<file path="config.mk">
export PLATFORM = sky130hd
export DESIGN_NAME = bp_update_queue
export DESIGN_NICKNAME = d
export VERILOG_FILES = /design/src/rtl/bp_update_queue.sv
export SDC_FILE = /design/constraint.sdc
export NUM_CORES = 1
export LEC_CHECK = 0
export ABC_AREA = 1
export BUFFER_PORTS_ARGS = -buffer_cell sky130_fd_sc_hd__buf_2
export CORE_ASPECT_RATIO = 0.5
export CORE_MARGIN = 4
export CORE_UTILIZATION = 55
export CTS_BUF_LIST = sky130_fd_sc_hd__clkbuf_8 sky130_fd_sc_hd__clkbuf_16
export DETAILED_ROUTE_END_ITERATION = 6
export GPL_ROUTABILITY_DRIVEN = 0
export PLACE_DENSITY_LB_ADDON = 0.05
export SYNTH_ARGS = -nofsm -noshare
export SYNTH_HDL_FRONTEND = slang
export SYNTH_SLANG_ARGS = --single-unit
</file>
<file path="constraint.sdc">
create_clock -name clk -period 7.01 [get_ports clk]
set_input_delay 0.701 -clock clk [delete_from_list [all_inputs] [get_ports clk]]
set_output_delay 0.701 -clock clk [all_outputs]
set_load 0.01 [all_outputs]
</file>
<file path="src/rtl/bp_update_queue.sv">
// Serialises up to two resolved branches per cycle into a one-per-cycle predictor
// training stream through a circular FIFO, with saturating statistics counters.
module bp_update_queue #(
  parameter int unsigned DEPTH = 8,
  parameter int unsigned PCW   = 14,
  parameter int unsigned CNTW  = 32
) (
  input  logic            clk,
  input  logic            rstn,
  output logic            in_ready,
  input  logic            r0_valid,
  input  logic [PCW-1:0]  r0_pc,
  input  logic            r0_taken,
  input  logic            r0_pred,
  input  logic            r1_valid,
  input  logic [PCW-1:0]  r1_pc,
  input  logic            r1_taken,
  input  logic            r1_pred,
  output logic            upd_valid,
  output logic            upd_taken,
  output logic [PCW-1:0]  upd_pc,
  output logic            mispredict,
  output logic [CNTW-1:0] branch_cnt,
  output logic [CNTW-1:0] miss_cnt,
  output logic [CNTW-1:0] drop_cnt
);

  localparam int unsigned AW = $clog2(DEPTH);
  localparam logic [AW:0] DEPTH_W = (AW+1)'(DEPTH);
  localparam logic [AW:0] ONE_W   = (AW+1)'(1);
  localparam logic [AW:0] TWO_W   = (AW+1)'(2);
  localparam logic [AW:0] HIGH_W  = (AW+1)'(DEPTH - 2);

  logic [PCW:0]    mem [DEPTH];
  logic [AW-1:0]   head, tail, tail1;
  logic [AW:0]     count, count_nxt, free, wr_n;
  logic            mis0, mis1, acc0, acc1, pop, w0, w1, m0, m1, d0, d1;

  function automatic logic [CNTW-1:0] sat_add(input logic [CNTW-1:0] a, input logic [1:0] inc);
    logic [CNTW:0] s;
    s = {1'b0, a} + (CNTW+1)'(inc);
    return s[CNTW] ? '1 : s[CNTW-1:0];
  endfunction

  // Free slots include the one vacated by this edge's pop; lane 1 is dropped before lane 0.
  always_comb begin
    mis0      = r0_taken != r0_pred;
    mis1      = r1_taken != r1_pred;
    acc0      = r0_valid;
    acc1      = r1_valid & ~(r0_valid & mis0);
    pop       = count != '0;
    free      = DEPTH_W - count + (AW+1)'(pop);
    w0        = acc0 & (free != '0);
    w1        = acc1 & (free >= (w0 ? TWO_W : ONE_W));
    d0        = acc0 & ~w0;
    d1        = acc1 & ~w1;
    m0        = w0 & mis0;
    m1        = w1 & mis1;
    wr_n      = (AW+1)'(w0) + (AW+1)'(w1);
    count_nxt = count + wr_n - (AW+1)'(pop);
    tail1     = w0 ? tail + AW'(1) : tail;
  end

  always_ff @(posedge clk) begin
    if (!rstn) begin
      head       <= '0;
      tail       <= '0;
      count      <= '0;
      in_ready   <= 1'b1;
      mispredict <= 1'b0;
      branch_cnt <= '0;
      miss_cnt   <= '0;
      drop_cnt   <= '0;
    end else begin
      if (pop) head <= head + AW'(1);
      tail       <= tail + AW'(wr_n);
      count      <= count_nxt;
      in_ready   <= count_nxt <= HIGH_W;
      mispredict <= m0 | m1;
      branch_cnt <= sat_add(branch_cnt, {w0 & w1, w0 ^ w1});
      miss_cnt   <= sat_add(miss_cnt, {m0 & m1, m0 ^ m1});
      drop_cnt   <= sat_add(drop_cnt, {d0 & d1, d0 ^ d1});
    end
  end

  always_ff @(posedge clk) begin
    if (rstn && w0) mem[tail]  <= {r0_taken, r0_pc};
    if (rstn && w1) mem[tail1] <= {r1_taken, r1_pc};
  end

  assign upd_valid = rstn & pop;
  assign {upd_taken, upd_pc} = upd_valid ? mem[head] : '0;

endmodule

</file>
Yosys cells after proc, flatten, opt, wreduce, memory -nomap -nowiden:

Memories as Yosys holds them, arrays and structs flattened. A register that Yosys moved wholly into a read port is not among the register bits.
Index checks and enable logic that the tools add are counted.

* memory bits (writable): 120
* input bits: 36
* flip-flop bits (word level): 108
* logic and storage cells: 59
* output and inout bits: 114
* memories: 1

* bitwise gates (word level): 19
* mux-type cells: 12
* equal/unequal tests: 2
* reductions and logical operators: 4
* add/sub/neg operators: 11
* magnitude comparators: 2

Memories
* mem: words 8, bits a word 15, rd ports 1, clocked after memory_dff 1, write ports 2, line 34 `logic [PCW:0] mem [DEPTH];`

Operators with widths (count)
* 32-bit by 2-bit adder with 33-bit output: 3
* 32-bit 2-to-1 mux: 3
* 15-bit 2-to-1 mux: 1
* 1-bit AND: 12
* 3-bit 2-to-1 mux: 3
* 4-bit nonzero test: 2
* 3-bit by 1-bit adder with 3-bit output (second input constant): 2
* 4-bit by 1-bit adder with 4-bit output: 1
* 4-bit by 2-bit adder with 4-bit output: 1
* 4-bit by 2-bit greater-or-equal comparator with 1-bit output: 1
* 4-bit by 3-bit <= comparator with 1-bit output (second input constant): 1
* 1-bit 2-to-1 mux: 4
* 4-bit by 1-bit subtractor with 4-bit output: 1
* 4-bit subtractor (first input constant): 1
* 3-bit by 2-bit adder with 3-bit output: 1
* 1-bit NOT: 3
* 1-bit XOR: 3
* 1-bit by 1-bit adder with 2-bit output: 1
* 1-bit logical AND: 2
* 2-bit 2-to-1 mux: 1
* 1-bit inequality test: 2
* 1-bit OR: 1

Longest topological paths before layout:

Gate-level depths: netlist of run 1.

* depth in word-level cells: 12
* depth in mapped cells: 33
* gate-level depth less buffers: 33

Worst setup path after synthesis of run 1:

No wires, ideal clock.

* kind: register to register
* start point: reg count[2]
* end point: reg branch_cnt[30]
* required time: 6.900 ns
* library setup time: 0.110 ns
* data arrival time: 4.415 ns
* setup slack: 2.485 ns
* cell stages (with the launch flop): 31
* cell sequence: dfxtp_1 inv_1 ha_1 nand2_1 nor2_1 ha_1 inv_1 ha_1 nor2_1 nand4_4 nand2_4 ha_1 inv_1 nand2_1 a21oi_1 nand4_1 nand2_2 inv_1 ha_1 ha_1 inv_1 fa_1 inv_1 nand3_1 nor2_1 nand3_1 nor3_1 or2_2 nand3_1 nand2_1 inv_1

* cells in the longest elaborated chain, start to end: 10

Ends and longest elaborated chain
* from (decl): line 36 `logic [AW:0] count, count_nxt, free, wr_n;`
* from (signal assigned): line 77 `count <= count_nxt;`
* 4-bit subtractor / 4-bit nonzero test (equally long branches): line 52, 51
* 4-bit by 1-bit adder with 4-bit output *: line 52 `free = DEPTH_W - count + (AW+1)'(pop);`
* 4-bit nonzero test: line 53 `w0 = acc0 & (free != '0);`
* 1-bit AND: line 53
* 2-bit 2-to-1 mux: line 54 `w1 = acc1 & (free >= (w0 ? TWO_W : ONE_W));`
* 4-bit by 2-bit greater-or-equal comparator with 1-bit output: line 54
* 1-bit AND: line 54
* 1-bit XOR / 1-bit AND (equally long branches): line 80 `branch_cnt <= sat_add(branch_cnt, {w0 & w1, w0 ^ w1});`
* 32-bit by 2-bit adder with 33-bit output *: line 41 `s = {1'b0, a} + (CNTW+1)'(inc);`
* 32-bit 2-to-1 mux *: line 42 `return s[CNTW] ? '1 : s[CNTW-1:0];`
* to (signal assigned): line 80
* to (decl): line 23 `output logic [CNTW-1:0] branch_cnt,`

Every way passes the cells marked *; elsewhere a longest branch is shown, timed or not.
A chain may end at the register's enable or synchronous reset.

Worst setup path after layout of run 1:

* start point: reg count[2]
* end point: reg branch_cnt[16]

Same word-level chain as after synthesis.

==> results of run 1 <==
[synth_stat cells (7+ instances only)]
master    number
nand2_1      489
nor2_1       206
inv_1        170
nand3_1      130
o21ai_0      126
edfxtp_1     120
dfxtp_1      111
clkbuf_1      41
nor3_1        41
o21ai_1       37
a21oi_1       36
xor2_1        34
buf_2         32
ha_1          23
a31oi_1       22
o22ai_1       20
nand4_1       19
or2_2         18
xnor2_1       16
nand2_4        8
buf_6          7
nand2_2        7
[state kept, by name, indices dropped and copies added (netlist names), named ones only]
register    cells
branch_cnt     32
count           4
head            3
mispredict      1
tail            3
in_ready        1
mem           120
miss_cnt       32
drop_cnt       32
[worst paths after layout]
check / startpoint / to / slack [ps] / depth (start not counted)
hold / removal: head[0] / head[0] / 490 / 1
hold reg to reg: head[0] / head[0] / 490 / 1
setup reg to reg: count[2] / branch_cnt[16] / 1410 / 30
setup / recovery: count[2] / branch_cnt[16] / 1410 / 30
[placed cells by master, fill, tap and decap left out, drive strengths merged]
cell | netlist | routed
a31oi | 22 | 22
clkinvlp | 0 | 2
nor2 | 215 | 215
o21bai | 1 | 1
or2 | 21 | 21
nand4 | 20 | 20
clkinv | 0 | 6
dfxtp | 111 | 111
o31ai | 2 | 2
diode | 0 | 2
a21oi | 36 | 36
clkbuf | 43 | 26
inv | 176 | 180
o21ai | 164 | 164
nor3 | 42 | 42
ha | 23 | 23
o22ai | 20 | 20
nor4 | 6 | 6
fa | 5 | 5
and3 | 2 | 2
nand2 | 505 | 505
xor2 | 34 | 34
nand3b | 3 | 3
edfxtp | 120 | 120
xnor2 | 16 | 16
nand3 | 131 | 131
buf | 46 | 162
[metal layers]
metal / share of wire, % / GRT usage [%] / vias to the layer above
li1: - / - / 5941
met1: 42 / 38.0 / 5686
met2: 45 / 46.7 / 590
met3: 10 / 4.76 / 81
met4: 2.2 / 9.40 / 0
met5: 0 / 0 / -
[power groups by stage]
stage | clock, µW | sequential [µW] | combinational, µW
after floorplan | 0 | 1640 | 993
after global placement | 0 | 1640 | 1340
after detailed placement | 0 | 1640 | 1380
after CTS | 1170 | 1620 | 1400
after global routing | 1240 | 1620 | 1570
final | 1160 | 1620 | 1410
[kinds of logic after synthesis]
| logic type | Yosys count | share of synthesized area [%] |
|---|---|---|
| adder cells (fa/ha/maj) | 28 | 2.95 |
| AO/OA/AOI/OAI | 245 | 9.82 |
| flip-flops | 231 | 44.3 |
| XOR/XNOR | 50 | 3.33 |
| AND/OR/NAND/NOR | 945 | 31.2 |
| buffers and inverters | 265 | 8.37 |
[final cells by class]
type | count | area (µm²) | share of cell area (%)
Antenna cell | 2 | 5.00 | 0.0342
Multi-Input combinational cell | 1268 | 6220 | 42.5
Clock inverter | 12 | 53.8 | 0.368
Tap cell | 307 | 384 | 2.63
Sequential cell | 231 | 5830 | 39.8
Clock buffer | 26 | 628 | 4.29
Timing Repair Buffer | 162 | 843 | 5.77
Inverter | 176 | 663 | 4.53
[stage by stage]
step	total power, µW	hold WS [ps]	utilization (%)	setup WS (ps)
detailed placement	3030	471	60.3	1450
global route	4430	514	63.2	766
floorplan	2630	448	-	2490
finish	4180	490	63.2	1410
CTS	4190	486	63.2	1420
global placement	2990	459	60.3	1720
==> summary.md, run 1 <==
| Metric | Value |
|---|---|
| Initial Util | `56.8%` |
| Comb pwr share | `33.6%` |
| Status | `completed` |
| #FFs+latches synth | `231` |
| Detailed Place HPWL | `25100 µm` |
| # Max-Cap Violations | `0` |
| Fin crit period | `5600 ps` |
| P&R area growth vs syn | `11.4%` |
| Clock share of power | `27.7%` |
| Peak Freq | `179 MHz` |
| Critical path capture point type | `register` |
| Drt first pass iters | `6` |
| WP data required | `7470 ps` |
| Setup CP Type | `reg2reg` |
| Cell-internal power | `2600 µW` |
| Async set or reset register ratio after synthesis | `0%` |
| Worst Path Max Fanout | `24` |
| Slew Limit Headroom | `20.6%` |
| Worst stage delay on the critical path | `530 ps` |
| First-pass GRT wire length | `59900 µm` |
| Final Instance Area | `0.0146 mm²` |
| Clk pin slew, worst setup/hold paths | `70 ps` |
| Finished Layout Cells | `2184` |
| Initial antenna violation count | `2` |
| IO Port Bufs | `149` |
| Delay-heaviest family, CP | `simple AND/OR/NAND/NOR gates` |
| Total GRT Usage | `28.1%` |
| Post-DRT Antenna Nets | `0` |
| Hold Crit Class | `reg2reg` |
| DP Area | `0.0139 mm²` |
| YS warnings | `0` |
| Crit start category | `register` |
| Seq/Total Area, Yosys | `44.3%` |
| Net switching power | `1580 µW` |
| CP arrival | `6060 ps` |
| PostCTS Resize Cnt | `0` |
| Via count | `12300` |
| Placeable Area | `0.0231 mm²` |
| Post-synth EDFFs | `120` |
| Hold Vio Cnt, Final | `0` |
| DIE HEIGHT | `117 µm` |
| Syn avg cell area | `7.45 µm²` |
| Post-Synthesis Cells | `1764` |
| Residual DRC | `0` |
| Clock tree buffer depth | `3` |
| Placed Cells | `2144` |
| Power per Cell Area | `286 mW/mm²` |
| Share of the synthesized area in the top cell type | `27.4%` |
| Top FF cell, synth | `edfxtp_1` |
| Leakage | `0.00645 µW` |
| Root buffer cell | `clkbuf_16` |
| CTS buffer count | `22` |
| Mean number of vias per cell | `5.63` |
| Tightest Pin Transition | `1190 ps` |
| Area contributors post-synth | `edfxtp_1 (27%), dfxtp_1 (17%), nand2_1 (14%), nor2_1 (5.9%), nand3_1 (5.0%)` |
| H-tree depth | `1` |
| Final WL | `37800 µm` |
| Setup tns final | `0 ps` |
| Cell Rows | `39` |
| Fin crit share | `79.8%` |
| CP max stage cell | `nand2_1` |
| Global route total overflow | `0` |
| Wire length per cell after detailed routing | `17.3 µm` |
| Max IR drop VDD | `0.175 mV` |
| Cell variety after synth | `43` |
| Die area | `0.0266 mm²` |
| Max-slew violation count | `0` |
| Share of layout cells above drive strength 1 | `13.2%` |
| Die span in x | `227 µm` |
| Synth area leader | `edfxtp_1` |
| Iteration-0 DRC count of the detailed router | `1278` |
| NumNets Final | `1925` |
| CTS tree | `built` |
| Synth Net Count | `1828` |
| Post-CTS Setup Inserts | `0` |
| Post-CTS Hold Fix Bufs | `0` |
| Largest net degree at the start of global routing | `62` |
| Sw frac | `37.8%` |
| Setup Viol. Count Final | `0` |
| Fill count | `2108` |
| Number of global-route vias before repair | `11700` |
| CP Buf/Inv Count | `9` |
| Register share of total power | `38.6%` |
| Critical Path Most Common Cell | `inv_1` |
| Synth Cell Area | `0.0131 mm²` |
| Unrepaired setup endpoints after global routing | `no` |
| Number of top-level pins | `150` |
| Worst skew pair latency | `520 ps` |
| Skew final | `15.5 ps` |
| Number of clock sinks | `231` |
Power figures use the tool's default switching activity.
==> inputs of run 2 (changes only) <==
clock period = 5.55 ns   (was 7.01 ns; I/O delays follow)
==> summary.md, run 2 (synthesis gave the netlist of run 1 again) <==
| Metric | Value |
|---|---|
| Largest reg by FF count | `mem` |
| Drt first pass iters | `5` |
| Die span in x | `227 µm` |
| Hold Crit Class | `in2reg` |
| Global route total overflow | `0` |
| Post-CTS Setup Inserts | `0` |
| Critical path capture point type | `register` |
| Cell Rows | `39` |
| IO Port Bufs | `149` |
| Fin crit period | `5050 ps` |
| CTS tree | `built` |
| Iteration-0 DRC count of the detailed router | `1379` |
| Clk pin slew, worst setup/hold paths | `70 ps` |
| Tightest Pin Transition | `969 ps` |
| WP data required | `5950 ps` |
| Largest net degree at the start of global routing | `62` |
| Hold Vio Cnt, Final | `0` |
| # Max-Cap Violations | `0` |
| CTS buffer count | `22` |
| Setup Viol. Count Final | `0` |
| Fill count | `2075` |
| Placeable Area | `0.0231 mm²` |
| P&R area growth vs syn | `12.1%` |
| CP max stage cell | `fa_1` |
| First-pass GRT wire length | `59800 µm` |
| Skew final | `21.4 ps` |
| Final WL | `37900 µm` |
| Met1 usage | `37.8%` |
| Leakage | `0.00654 µW` |
| Peak Freq | `198 MHz` |
| Number of flip-flops under the largest register name | `120` |
| Max IR drop VDD | `0.213 mV` |
| Commonest cells after routing, fill and taps aside | `nand2_1 (488), nor2_1 (203), inv_1 (176), buf_2 (149), nand3_1 (130)` |
| DIE HEIGHT | `117 µm` |
| Root buffer cell | `clkbuf_16` |
| Max-slew violation count | `0` |
| Post-CTS Hold Fix Bufs | `0` |
| Mean number of vias per cell | `5.63` |
| Clock tree buffer depth | `3` |
| Number of top-level pins | `150` |
| Number of global-route vias before repair | `11500` |
| Die area | `0.0266 mm²` |
| Met2 Use GR | `46.4%` |
| Wire length per cell after detailed routing | `17.3 µm` |
| NumNets Final | `1934` |
| Initial antenna violation count | `2` |
| Detailed Place HPWL | `25200 µm` |
| CP arrival | `5460 ps` |
| Status | `completed` |
| Share of layout cells above drive strength 1 | `14.0%` |
| Residual DRC | `0` |
| Via count | `12400` |
| Commonest non-fill, non-tap cell in the layout | `nand2_1` |
| Total GRT Usage | `28.0%` |
| Worst skew pair latency | `530 ps` |
| Power Total | `5320 µW` |
| Post-DRT Antenna Nets | `0` |
| Final WS setup | `497 ps` |
| Worst Path Max Fanout | `8` |
| Power per Cell Area | `361 mW/mm²` |
| H-tree depth | `1` |
| Worst stage delay on the critical path | `420 ps` |
| GRT Max-Usage Layer | `met2` |
| Setup CP Type | `reg2reg` |
| Fin crit share | `91.1%` |
| Place WS | `252 ps` |
| Initial Util | `56.8%` |
| Crit start category | `register` |
| Number of clock sinks | `231` |
| Setup tns final | `0 ps` |
| Grt met3 use | `5.08%` |
| Slew Limit Headroom | `35.4%` |
[run 2: changes by cell type in the layout (fill, tap and decap cells not counted), sizes merged]
cell      delta
buf          +8
bufinv       +1
clkbuf       +1
clkinv       -3
clkinvlp     -2
inv          +3
nand2        +1
[run 2: metrics by stage]
stage | util [%] | hold WS, ps | area (µm²) | instances
detailed placement | 60.5 | 473 | 14000 | 2152
CTS | 63.6 | 390 | 14700 | 2190
finish | 63.7 | 408 | 14700 | 2193
global route | 63.7 | 413 | 14700 | 2193
floorplan | - | 448 | 13100 | 1764
global placement | 60.5 | 462 | 14000 | 2152
[run 2: critical path: cells and delay by family (launching register included)]
family / cells / cell delay [ps]
buffers and inverters: 6 / 400
flip-flops: 1 / 340
adder cells (fa/ha/maj): 7 / 1650
AO/OA/AOI/OAI: 3 / 400
AND/OR/NAND/NOR: 15 / 2140
[run 2: repair_timing]
| item | 4_1_cts | 5_1_grt |
|---|---|---|
| endpoints found under the hold margin | 0 | 0 |
| resized for setup | 0 | 6 |
| setup endpoints to repair | 0 | 64 |
[run 2: area by class of cell]
type,count,area (µm²),share of cell area (%)
repair buffers,170,903,6.13
multi-input cells,1269,6240,42.4
diodes,2,5.00,0.0340
inverters,176,663,4.50
clock buffers,27,631,4.28
clock inverters,11,71.3,0.484
well taps,307,384,2.61
flip-flops and latches,231,5830,39.6
[run 2: worst paths after layout]
kind | from | slack (ps) | end | depth (start not counted)
hold reg to reg | head[0] | 480 | head[0] | 1
hold / removal | r0_pc[1] | 410 | mem[5][1] | 3
setup reg to reg | count[2] | 500 | miss_cnt[22] | 31
setup / recovery | count[2] | 500 | miss_cnt[22] | 31
[run 2: where the power goes]
part	total, µW	internal [µW]	switching [µW]
Sequential	2040	1970	70.4
Clock	1500	846	657
Combinational	1770	510	1260
[run 2: routing by layer]
metal	vias to the layer above	share of wire, %
met5	-	0
met4	0	3.0
met3	97	9.0
met2	620	45
met1	5668	43
li1	5966	-
==> inputs of run 3 (changes only) <==
PLACE_DENSITY = 0.76   (was default)
PLACE_DENSITY_LB_ADDON = default   (was 0.05)
==> summary.md, run 3 (synthesis gave the netlist of run 1 again) <==
| Metric | Value |
|---|---|
| Levels on crit path | `30` |
| Number of clock sinks | `231` |
| Number of top-level pins | `150` |
| # Max-Cap Violations | `0` |
| Initial Util | `56.8%` |
| Placeable Area | `0.0231 mm²` |
| Worst Hold End | `mem[4][11]` |
| Share of layout cells above drive strength 1 | `13.8%` |
| Setup tns final | `0 ps` |
| WP data required | `6020 ps` |
| Max IR drop VDD | `0.199 mV` |
| Power per Cell Area | `362 mW/mm²` |
| DIE HEIGHT | `117 µm` |
| Leakage | `0.00651 µW` |
| Number of flip-flops under the largest register name | `120` |
| Clock tree buffer depth | `3` |
| First-pass GRT wire length | `58900 µm` |
| Setup Viol. Count Final | `0` |
| Drt first pass iters | `5` |
| R2R cell count | `30` |
| Status | `completed` |
| Mean number of vias per cell | `5.57` |
| Root buffer cell | `clkbuf_16` |
| R2r endpoint | `miss_cnt[23]` |
| Max-slew violation count | `0` |
| Post-DRT Antenna Nets | `0` |
| Worst hold path depth | `3` |
| Final Instance Area | `0.0147 mm²` |
| NumNets Final | `1933` |
| Critical path capture point type | `register` |
| Fin crit period | `5020 ps` |
| Total GRT Usage | `27.9%` |
| Unrepaired setup endpoints after global routing | `no` |
| Fin crit share | `90.5%` |
| CP arrival | `5490 ps` |
| CP max stage cell | `fa_1` |
| Number of global-route vias before repair | `11400` |
| CTS tree | `built` |
| Largest net degree at the start of global routing | `61` |
| Reg-to-reg slack, setup | `530 ps` |
| Slew Limit Headroom | `24.1%` |
| Commonest cells after routing, fill and taps aside | `nand2_1 (489), nor2_1 (205), inv_1 (175), buf_2 (149), nand3_1 (130)` |
| Global route total overflow | `0` |
| Detailed Place HPWL | `24500 µm` |
| Worst stage delay on the critical path | `410 ps` |
| Min-delay src | `r0_pc[11]` |
| DP Area | `0.0140 mm²` |
| Residual DRC | `0` |
| Final Hold Slack | `404 ps` |
| Commonest non-fill, non-tap cell in the layout | `nand2_1` |
| Die area | `0.0266 mm²` |
| Clk pin slew, worst setup/hold paths | `70 ps` |
| Initial antenna violation count | `1` |
| Delay-heaviest family, CP | `simple AND/OR/NAND/NOR gates` |
| Tightest Pin Transition | `1140 ps` |
| Die span in x | `227 µm` |
| CTS buffer count | `22` |
| Crit start category | `register` |
| CP Buf/Inv Count | `7` |
| Hold Vio Cnt, Final | `0` |
| Skew final | `16.6 ps` |
| Reg-to-Reg Start | `count[2]` |
| Worst skew pair latency | `530 ps` |
| Final WL | `37700 µm` |
| Post-CTS Setup Inserts | `0` |
| H-tree depth | `1` |
| Iteration-0 DRC count of the detailed router | `1067` |
| IO Port Bufs | `149` |
| Setup CP Type | `reg2reg` |
| Largest reg by FF count | `mem` |
| Cell Rows | `39` |
| P&R area growth vs syn | `12.1%` |
| Via count | `12200` |
| Worst Path Max Fanout | `13` |
| Peak Freq | `199 MHz` |
| Hold Crit Class | `in2reg` |
| Wire length per cell after detailed routing | `17.2 µm` |
## run 3: changes by cell type in the layout (fill, tap and decap cells not counted), sizes merged
cell      before  now
inv          183  181
clkinvlp       0    4
clkinv         3    7
bufinv         1    2
buf          170  169
clkbuf        27   22
## run 3: metal layers
| metal | vias up | global-route usage (%) | share of wire [%] |
|---|---|---|---|
| met3 | 86 | 5.58 | 8.9 |
| met5 | - | 0 | 0 |
| met4 | 0 | 10.1 | 3.0 |
| li1 | 5971 | - | - |
| met2 | 555 | 45.5 | 46 |
| met1 | 5610 | 37.6 | 42 |
## run 3: layout make-up
type | instances | area (µm²)
well taps | 307 | 384
multi-input cells | 1269 | 6250
diodes | 2 | 5.00
inverters | 176 | 667
flip-flops and latches | 231 | 5830
clock buffers | 22 | 551
repair buffers | 169 | 896
clock inverters | 18 | 146
fillers | 2112 | 8400
## run 3: worst min-delay path: stages
cell and delay, ps:
buf_2 160, nand2_1 70, nand2_1 50
## run 3: worst max path at each step
stage / end / slack (ps) / start
finish: miss_cnt[23] / 530 / count[2]
global route: branch_cnt[30] / 20 / count[2]
CTS: miss_cnt[23] / 310 / count[2]
detailed placement: miss_cnt[23] / 310 / count[2]
global placement: miss_cnt[13] / 590 / count[2]
floorplan: branch_cnt[30] / 1030 / count[2]
## run 3: timing repair
item,CTS,global route
resized for setup,0,3
hold buffers,0,0
endpoints found under the setup margin,0,27
## run 3: metrics by stage
stage               worst slack [ps]  std cells  total power [µW]  utilization [%]
global route                    16.7       2192              5620             63.6
global placement                 594       2151              3810             60.6
CTS                              311       2191              5330             63.6
floorplan                       1030       1764              3320                -
finish                           526       2194              5330             63.7
detailed placement               307       2151              3840             60.6
## run 3: report_power, final
| part | switching (µW) | internal, µW | leakage [µW] | total [µW] |
|---|---|---|---|---|
| Sequential | 66.4 | 1970 | 0.00199 | 2040 |
| Combinational | 1280 | 512 | 0.00417 | 1790 |
| Clock | 678 | 819 | 0.000353 | 1500 |
| Total | 2020 | 3310 | 0.00651 | 5330 |
